===== src/rtl/mips_mem_pkg.sv =====
// Shared encodings for the data-memory access path: access sizes, FSM states, lane widths.
// Also holds the latched-request layout and a saturating counter helper.
package mips_mem_pkg;

  localparam int BYTE_W = 8;
  localparam int HALF_W = 16;
  localparam int WORD_W = 32;

  typedef enum logic [1:0] {
    SZ_BYTE = 2'b00,
    SZ_HALF = 2'b01,
    SZ_WORD = 2'b10,
    SZ_RSVD = 2'b11
  } size_t;

  typedef enum logic [1:0] {
    IDLE  = 2'b00,
    READ  = 2'b01,
    WRITE = 2'b10,
    RESP  = 2'b11
  } state_t;

  typedef struct packed {
    logic              write;
    size_t             size;
    logic              sgn;
    logic [1:0]        offset;
    logic [WORD_W-1:0] wdata;
  } req_t;

  function automatic logic [15:0] sat_inc16(input logic [15:0] v);
    return (v == 16'hFFFF) ? v : v + 16'd1;
  endfunction

endpackage


===== src/rtl/mem_lane_align.sv =====
// Byte-lane steering: extract/extend a loaded lane and merge a store lane into a word.
// Purely combinational, no latency, no flow control.
module mem_lane_align
  import mips_mem_pkg::*;
(
  input  logic [WORD_W-1:0] word_in,
  input  logic [WORD_W-1:0] wdata,
  input  logic [1:0]        offset,
  input  size_t             size,
  input  logic              sgn,
  output logic [WORD_W-1:0] load_data,
  output logic [WORD_W-1:0] store_data
);

  logic [4:0]        shamt;
  logic [WORD_W-1:0] lane;
  logic [WORD_W-1:0] mask;

  always_comb begin
    shamt = {offset, 3'b000};
    lane  = word_in >> shamt;
    case (size)
      SZ_BYTE: begin
        load_data = {{(WORD_W-BYTE_W){sgn & lane[BYTE_W-1]}}, lane[BYTE_W-1:0]};
        mask      = 32'h0000_00FF << shamt;
      end
      SZ_HALF: begin
        load_data = {{(WORD_W-HALF_W){sgn & lane[HALF_W-1]}}, lane[HALF_W-1:0]};
        mask      = 32'h0000_FFFF << shamt;
      end
      default: begin
        load_data = word_in;
        mask      = '1;
      end
    endcase
    // wdata is right-aligned, so it is shifted up into the addressed lane before merging
    store_data = (word_in & ~mask) | ((wdata << shamt) & mask);
  end

endmodule


===== src/rtl/mem_access_unit.sv =====
// Data-memory initiator: byte/half/word loads and stores, sub-word stores via read-modify-write.
// Latency from accept: error 1, word store 2, load READ_LATENCY+1, sub-word store READ_LATENCY+2.
// Backpressure: req_ready only in IDLE, one access in flight; MEM_ACCESS_STATS_EN adds counters.
module mem_access_unit
  import mips_mem_pkg::*;
#(
  parameter int READ_LATENCY = 1,
  parameter int MEM_WORDS    = 8
) (
  input  logic        clk,
  input  logic        rst_n,
  input  logic        req_valid,
  output logic        req_ready,
  input  logic        req_write,
  input  logic [1:0]  req_size,
  input  logic        req_signed,
  input  logic [31:0] req_addr,
  input  logic [31:0] req_wdata,
  output logic        rsp_valid,
  output logic        rsp_error,
  output logic [31:0] rsp_rdata,
  output logic        MemRead,
  output logic        MemWrite,
  output logic [31:0] Address,
  output logic [31:0] WriteData,
  input  logic [31:0] ReadData
`ifdef MEM_ACCESS_STATS_EN
  ,
  output logic [15:0] stat_loads,
  output logic [15:0] stat_stores,
  output logic [15:0] stat_errors
`endif
);

  localparam logic [3:0] LAST_CNT = 4'(READ_LATENCY - 1);

  state_t            state, state_nxt;
  req_t              req_q;
  size_t             req_size_e;
  logic [3:0]        cnt, cnt_nxt;
  logic              accept, req_err, rd_last;
  logic [31:0]       addr_nxt, wdata_nxt, rsp_rdata_nxt;
  logic              rsp_error_nxt;
  logic [WORD_W-1:0] load_data, merge_data;

  function automatic logic access_err(input logic [31:0] addr, input size_t size);
    logic bad_align;
    case (size)
      SZ_BYTE: bad_align = 1'b0;
      SZ_HALF: bad_align = addr[0];
      SZ_WORD: bad_align = |addr[1:0];
      default: bad_align = 1'b1;
    endcase
    return bad_align || ({2'b00, addr[31:2]} >= 32'(MEM_WORDS));
  endfunction

  assign req_size_e = size_t'(req_size);
  assign accept     = req_valid && req_ready;
  assign req_err    = access_err(req_addr, req_size_e);
  assign rd_last    = (cnt == LAST_CNT);

  mem_lane_align u_align (
    .word_in    (ReadData),
    .wdata      (req_q.wdata),
    .offset     (req_q.offset),
    .size       (req_q.size),
    .sgn        (req_q.sgn),
    .load_data  (load_data),
    .store_data (merge_data)
  );

  always_ff @(posedge clk or negedge rst_n) begin
    if (!rst_n) state <= IDLE;
    else        state <= state_nxt;
  end

  always_comb begin
    state_nxt = state;
    case (state)
      IDLE: begin
        if (accept) begin
          if (req_err)                               state_nxt = RESP;
          else if (req_write && req_size_e == SZ_WORD) state_nxt = WRITE;
          else                                       state_nxt = READ;
        end
      end
      READ:    if (rd_last) state_nxt = req_q.write ? WRITE : RESP;
      WRITE:   state_nxt = RESP;
      default: state_nxt = IDLE;
    endcase
  end

  // Next values for the registered outputs; strobes follow state_nxt so they align with the state
  always_comb begin
    cnt_nxt       = 4'd0;
    addr_nxt      = Address;
    wdata_nxt     = WriteData;
    rsp_error_nxt = 1'b0;
    rsp_rdata_nxt = '0;
    case (state)
      IDLE: begin
        if (accept) begin
          addr_nxt = {2'b00, req_addr[31:2]};
          if (req_err)                                 rsp_error_nxt = 1'b1;
          else if (req_write && req_size_e == SZ_WORD) wdata_nxt     = req_wdata;
        end
      end
      READ: begin
        cnt_nxt = cnt + 4'd1;
        if (rd_last) begin
          if (req_q.write) wdata_nxt     = merge_data;
          else             rsp_rdata_nxt = load_data;
        end
      end
      default: ;
    endcase
  end

  always_ff @(posedge clk or negedge rst_n) begin
    if (!rst_n) begin
      req_q     <= '0;
      cnt       <= 4'd0;
      req_ready <= 1'b0;
      rsp_valid <= 1'b0;
      rsp_error <= 1'b0;
      rsp_rdata <= '0;
      MemRead   <= 1'b0;
      MemWrite  <= 1'b0;
      Address   <= '0;
      WriteData <= '0;
    end else begin
      if (accept) begin
        req_q <= '{write: req_write, size: req_size_e, sgn: req_signed,
                   offset: req_addr[1:0], wdata: req_wdata};
      end
      cnt       <= cnt_nxt;
      req_ready <= (state_nxt == IDLE);
      rsp_valid <= (state_nxt == RESP);
      rsp_error <= rsp_error_nxt;
      rsp_rdata <= rsp_rdata_nxt;
      MemRead   <= (state_nxt == READ);
      MemWrite  <= (state_nxt == WRITE);
      Address   <= addr_nxt;
      WriteData <= wdata_nxt;
    end
  end

`ifdef MEM_ACCESS_STATS_EN
  always_ff @(posedge clk or negedge rst_n) begin
    if (!rst_n) begin
      stat_loads  <= '0;
      stat_stores <= '0;
      stat_errors <= '0;
    end else if (rsp_valid) begin
      if (rsp_error)        stat_errors <= sat_inc16(stat_errors);
      else if (req_q.write) stat_stores <= sat_inc16(stat_stores);
      else                  stat_loads  <= sat_inc16(stat_loads);
    end
  end
`endif

endmodule


===== config.mk =====
export PLATFORM = sky130hd
export DESIGN_NAME = mem_access_unit
export DESIGN_NICKNAME = d
export VERILOG_FILES = /design/src/rtl/mips_mem_pkg.sv /design/src/rtl/mem_lane_align.sv /design/src/rtl/mem_access_unit.sv
export SDC_FILE = /design/constraint.sdc
export NUM_CORES = 1
export LEC_CHECK = 0
export BUFFER_PORTS_ARGS = -buffer_cell sky130_fd_sc_hd__buf_4
export CAP_MARGIN = 20
export CORE_MARGIN = 10
export CORE_UTILIZATION = 40
export DETAILED_ROUTE_END_ITERATION = 8
export PLACE_DENSITY_LB_ADDON = 0.25
export SETUP_SLACK_MARGIN = 0.4
export SLEW_MARGIN = 10
export SYNTH_ARGS = -nofsm -noshare
export SYNTH_HDL_FRONTEND = slang
export SYNTH_SLANG_ARGS = --single-unit

===== constraint.sdc =====
create_clock -name clk -period 2.5 [get_ports clk]
set_input_delay 0.5 -clock clk [delete_from_list [all_inputs] [get_ports clk]]
set_output_delay 0.5 -clock clk [all_outputs]
set_load 0.02 [all_outputs]

**After elaboration in Yosys (flattened, before gate mapping)**

Index checks and enable logic that the tools add are counted.

- Output and inout port bits: 101
- Input port bits: 103
- Register bits: 143

- Multiplexer cells: 22
- Magnitude comparators: 1
- $add $sub $neg: 1
- Reduce and logical (&&, ||, !) cells: 12
- Equal/unequal tests: 13
- Shift-type cells: 4
- Bitwise operators: 6

Operators by type and width:

| cell | count |
|---|---|
| 32-bit two-way mux | 8 |
| 32-bit one-hot mux with 2 select lines | 3 |
| 32-bit bitwise AND | 2 |
| 32-bit NOT | 1 |
| 32-bit OR | 1 |
| 16-bit by 5-bit << shifter with 32-bit output, first input constant | 1 |
| 32-bit by 5-bit << shifter with 32-bit output | 1 |
| 8-bit by 5-bit << shifter with 32-bit output, first input constant | 1 |
| 32-bit by 5-bit >> shifter with 16-bit output | 1 |
| 30-bit by 4-bit greater-or-equal comparator with 1-bit output, second input constant | 1 |
| 2-bit inequality test, second input constant | 5 |
| 2-bit by 1-bit == test with 1-bit output, second input constant | 4 |
| 2-bit == test, second input constant | 4 |
| 2-bit zero test | 4 |
| 2-bit two-way mux | 4 |
| 2-bit one-hot mux with 3 select lines | 1 |
| 6-bit AND reduction | 1 |
| 4-bit by 1-bit adder with 4-bit output, second input constant | 1 |
| 4-bit zero test | 1 |
| 1-bit two-way mux | 4 |
| 4-bit two-way mux | 1 |
| 1-bit one-hot mux with 3 select lines | 1 |
| 1-bit bitwise AND | 2 |
| 1-bit logical AND | 2 |
| other kinds (4) | 4 |

**Logic depth before layout (Yosys ltp)**

- Depth in word-level cells: 8
- Mapped depth: 8
- Mapped depth without buffers: 7

**Modules after synthesis**

A second synthesis with hierarchy kept.

- Cells, all modules: 776
- Area total of the unflattened synthesis: 7531.0 µm²

Modules (own cells, without submodules):

| module | cells each | instances | seq. area each (µm²) | area an instance (µm²) |
|---|---|---|---|---|
| mem_access_unit | 512 | 1 | 3578.4 | 5865.6 |
| mem_lane_align | 264 | 1 | 0.0 | 1665.3 |

**Worst setup path after synthesis**

OpenSTA, ideal clock, no wires.

- Kind: in2reg
- Start point: input port req_addr[2]
- End point: register WriteData[10]
- Stages on the path: 6
- Buffers on the path: 1
- Required time: 2375 ps
- Data arrival time: 1942 ps
- Library setup time: 125 ps
- Setup slack: 433 ps
- Cells stage by stage: or4b_1 -> nand4_1 -> nor2_1 -> o21ai_2 -> buf_6 -> mux2_2

- Cells in the longest elaborated chain, start to end: 4

RTL lines:

| item | line | RTL |
|---|---|---|
| start: declaration | mem_access_unit.sv:17 | `input logic [31:0] req_addr,` |
| 30-bit by 4-bit greater-or-equal comparator with 1-bit output | mem_access_unit.sv:54 | `return bad_align \|\| ({2'b00, addr[31:2]} >= 32'(MEM_WORDS));` |
| 1-bit logical OR | mem_access_unit.sv:54 |  |
| 2-bit inequality test (no line) | -- |  |
| 6-bit AND reduction (no line) | -- |  |
| end signal: assignment | mem_access_unit.sv:144 | `WriteData <= wdata_nxt;` |
| end: declaration | mem_access_unit.sv:25 | `output logic [31:0] WriteData,` |

No other way between the ends.
A chain may end at the register's enable or synchronous reset.

**Worst setup path in the final report**

- Start point: register cnt[0]
- End point: register WriteData[4]

- Cells in the longest elaborated chain, start to end: 3

RTL lines:

| item | line | RTL |
|---|---|---|
| start: declaration | mem_access_unit.sv:40 | `logic [3:0] cnt, cnt_nxt;` |
| start signal: assignment | mem_access_unit.sv:136 | `cnt <= cnt_nxt;` |
| 4-bit zero test | mem_access_unit.sv:60 | `assign rd_last = (cnt == LAST_CNT);` |
| 2-bit inequality test (no line) | -- |  |
| 6-bit AND reduction (no line) | -- |  |

No other way between the ends.

==> impl_metrics.py <==
metrics = {
    "sta": {
        "rsz0062_at_grt": "true",
        "setup_skew_ns": 0.00909,
        "hold_viol_final": 0,
        "timing.final.max_slew_violations": 0,
        "final-setup-viol-count": 0,
        "period_minus_slack_ns": 2.04,
        "max_slew.worst_pin.slew_ns": 0.629,
        "fmax_mhz": 490,
        "whs_ns": 0.0453,
        "final.period_utilization": 0.816,
        "slew_headroom": 0.579,
        "setup_total_negative_slack_ns": 0,
    },
    "cts": {
        "clock_transition_at_the_register_clock_pins_on_the_worst_setup_and_hold_paths_after_cts_ns": 0.06,
        "htreeDepth": 4,
        "cts.hold.buffers_added": 0,
        "cts_tree": "built",
        "cts-root-to-sink-buffers": 2,
        "tritoncts_num_sinks": 143,
        "cts_inserted_buffers": 17,
        "worstSkewPairLatency_ns": 0.42,
        "clock-root-buffer": "sky130_fd_sc_hd__clkbuf_16",
    },
    "setup_path": {
        "worst_setup_end_kind": "flop",
        "required_ns": 2.81,
        "crit_path_start_kind": "flop",
        "highest_fanout_seen_on_the_critical_path": 32,
        "critPathKind": "reg2reg",
        "crit_arrival_ns": 2.35,
        "cpMaxStageDelayCell": "sky130_fd_sc_hd__dfrtp_1",
        "timing.critical_path.cells": "inv_1 > ha_1 > nor3b_2 > a21oi_1 > a211oi_2 > o21ai_2 > buf_12 > mux2_2",
        "slowest_delay_ns": 0.41,
    },
    "power": {
        "power_per_cell_area_nw_per_um2": 1410,
        "p_leak_nw": 4.39,
        "max-vdd-ir-drop_v": 0.000604,
    },
    "detailed_routing": {
        "postRouteWirelength_um": 21800,
        "route.antenna.remaining_nets": 0,
        "detail_route.iter0.violations": 408,
        "drtPass1Iterations": 5,
        "avgRoutedWirePerCell_um": 20.7,
        "avgViaCountPerCell": 5.33,
        "route.detailed.drc": 0,
        "detailroute.via_count": 5624,
    },
    "grt": {
        "grt_first_pass_wirelength_um": 34100,
        "grt_overflow_total": 0,
        "globalRouteTotalUtil": 0.186,
        "pin_count_of_the_biggest_net_entering_global_routing": 58,
        "vias_in_the_first_global_route": 5974,
        "initial_antenna_violation_count": 1,
    },
    "floorplanning": {
        "die-width_um": 152,
        "initial_core_util": 0.405,
        "fp.dieH_um": 152,
        "floorplan.die_area_sq_um": 23100,
        "ioPinCount": 204,
        "floorplan.core_area_sq_um": 17200,
        "placementRows": 48,
    },
    "placement": {
        "hpwl_dp_um": 17000,
        "placement.io_buffers": 201,
        "placed_cell_area_sq_um": 8750,
        "gp_routability_congestion": 0.799,
    },
    "flow_run": {
        "max_cap_violations": 0,
    },
    "logic_synthesis": {
        "async_flop_share": 1.00,
        "synth-seq-area-share": 0.514,
        "syn_area_per_cell_sq_um": 11.3,
        "most_area_consuming_cells_after_synthesis": "sky130_fd_sc_hd__dfrtp_1 51%, sky130_fd_sc_hd__mux2_2 17%, sky130_fd_sc_hd__mux2i_1 4.7%",
        "netlist_area_sq_um": 6960,
        "synth_most_common_cell": "sky130_fd_sc_hd__dfrtp_1",
        "synth_largest_type_area_fraction": 0.514,
        "synth.top_cells.by_count": "143 x sky130_fd_sc_hd__dfrtp_1, 108 x sky130_fd_sc_hd__mux2_2, 44 x sky130_fd_sc_hd__nand2_1",
        "ys_seq_elements": 143,
        "synthFlopType": "sky130_fd_sc_hd__dfrtp_1",
        "yosys_warnings": 0,
        "synth.lib_cells_used.distinct": 49,
        "synth_edf_count": 0,
        "area_leader_netlist": "sky130_fd_sc_hd__dfrtp_1",
        "syn-instance-count": 617,
    },
    "cells_and_area": {
        "nets": 923,
        "utilization": 0.546,
        "flow.area_growth_from_synthesis_pct": 34.9,
        "layout-drive-gt1-share": 0.463,
        "fin_area_sq_um": 9380,
        "antenna_cells": 0,
    },
    "outcome": {
        "status": "finished clean",
    },
    "hold_path": {
        "min_path_type": "in2async",
    },
}
==> per-stage QoR <==
| stage | power, W | cells | setup WS, ns |
|---|---|---|---|
| 4_1_cts | 0.0133 | 1053 | 0.417 |
| 3_3_place_gp | 0.0106 | 1021 | 0.169 |
| 6_report | 0.0133 | 1056 | 0.460 |
| 2_1_floorplan | 0.00826 | 618 | 0.433 |
| 5_1_grt | 0.0141 | 1056 | 0.368 |
| 3_5_place_dp | 0.0108 | 1021 | 0.140 |
==> layout by cell type (no fill, tap or decap), types with 17 or more instances in the layout <==
cell / instances
sky130_fd_sc_hd__clkbuf_16: 17
sky130_fd_sc_hd__a21oi_1: 36
sky130_fd_sc_hd__o21ai_0: 32
sky130_fd_sc_hd__nand2_1: 43
sky130_fd_sc_hd__mux2i_1: 33
sky130_fd_sc_hd__mux2_2: 108
sky130_fd_sc_hd__buf_4: 217
sky130_fd_sc_hd__nor3_1: 18
sky130_fd_sc_hd__nor2b_1: 17
sky130_fd_sc_hd__dfrtp_1: 141
sky130_fd_sc_hd__nor2_1: 43
==> state kept, by name, summed over array words and instances, names as in the netlist <==
signal / cells
cnt: 4
MemWrite: 1
WriteData: 32
MemRead: 1
req_ready: 1
Address: 30
rsp_rdata: 32
rsp_error: 1
state: 2
req_q: 38
rsp_valid: 1
==> cells by family (layout without fill, tap and decap cells) <==
kind of cell               after synthesis  in the layout  share of synthesized area
AOI/OAI and AO/OA                      122            122                      0.113
xor gates and xnor gates                 2              2                    0.00252
other                                    1              2                   0.000539
buffers and inverters                   51            264                     0.0333
DFF                                    143            143                      0.514
and+or+nand+nor                        154            154                      0.107
muxes                                  142            142                      0.226
adders and majority gates                2              2                    0.00360
==> final timing paths <==
| check | cells past startpoint | slack [ns] | from | to |
|---|---|---|---|---|
| min reg2reg | 1 | 0.51 | WriteData[28]$_DFFE_PN0P_ | WriteData[28]$_DFFE_PN0P_ |
| min in group clk | 2 | 0.31 | req_addr[2] | Address[0]$_DFFE_PN0P_ |
| max | 8 | 0.46 | cnt[0]$_DFF_PN0_ | WriteData[4]$_DFFE_PN0P_ |
| max in group asynchronous | 2 | 1.79 | rst_n | req_q[32]$_DFFE_PN0P_ |
| max reg2reg | 8 | 0.46 | cnt[0]$_DFF_PN0_ | WriteData[4]$_DFFE_PN0P_ |
| min | 1 | 0.05 | rst_n | rsp_rdata[12]$_DFF_PN0_ |
==> metal layers <==
metal,routed length (um),track usage,vias up,part of all wire
li1,-,-,2613,-
met1,9010,0.231,2759,0.41
met2,10700,0.297,222,0.49
met3,1650,0.0598,30,0.076
met4,483,0.0642,0,0.022
met5,0,0,-,0
==> report_power, final <==
group / internal, W / switching (W)
registers: 0.00335 / 0.000678
logic: 0.00313 / 0.00365
clock network: 0.00141 / 0.00104
==> cell type report <==
class | instances | area, sq um
Clock inverter | 14 | 134
Timing Repair Buffer | 224 | 1740
Clock buffer | 18 | 439
Multi-Input combinational cell | 424 | 3170
Inverter | 8 | 30.0
Sequential cell | 143 | 3580
Tap cell | 225 | 282
Fill cell | 1583 | 7790
==> worst max-delay path: cells and delay by family, from the launching register on <==
family	cells	cell delay (ns)
AND/OR/NAND/NOR	1	0.17
flip-flops	1	0.41
adder cells (fa/ha/maj)	1	0.20
multiplexers	1	0.37
AO/OA/AOI/OAI	3	0.43
buffers and inverters	2	0.30
==> what timing repair did <==
item | CTS | global route
pin swaps | 0 | 1
buffers inserted | 0 | 3
gates resized for setup | 2 | 10
setup endpoints to repair | 3 | 45
(Power assumes the default switching activity.)
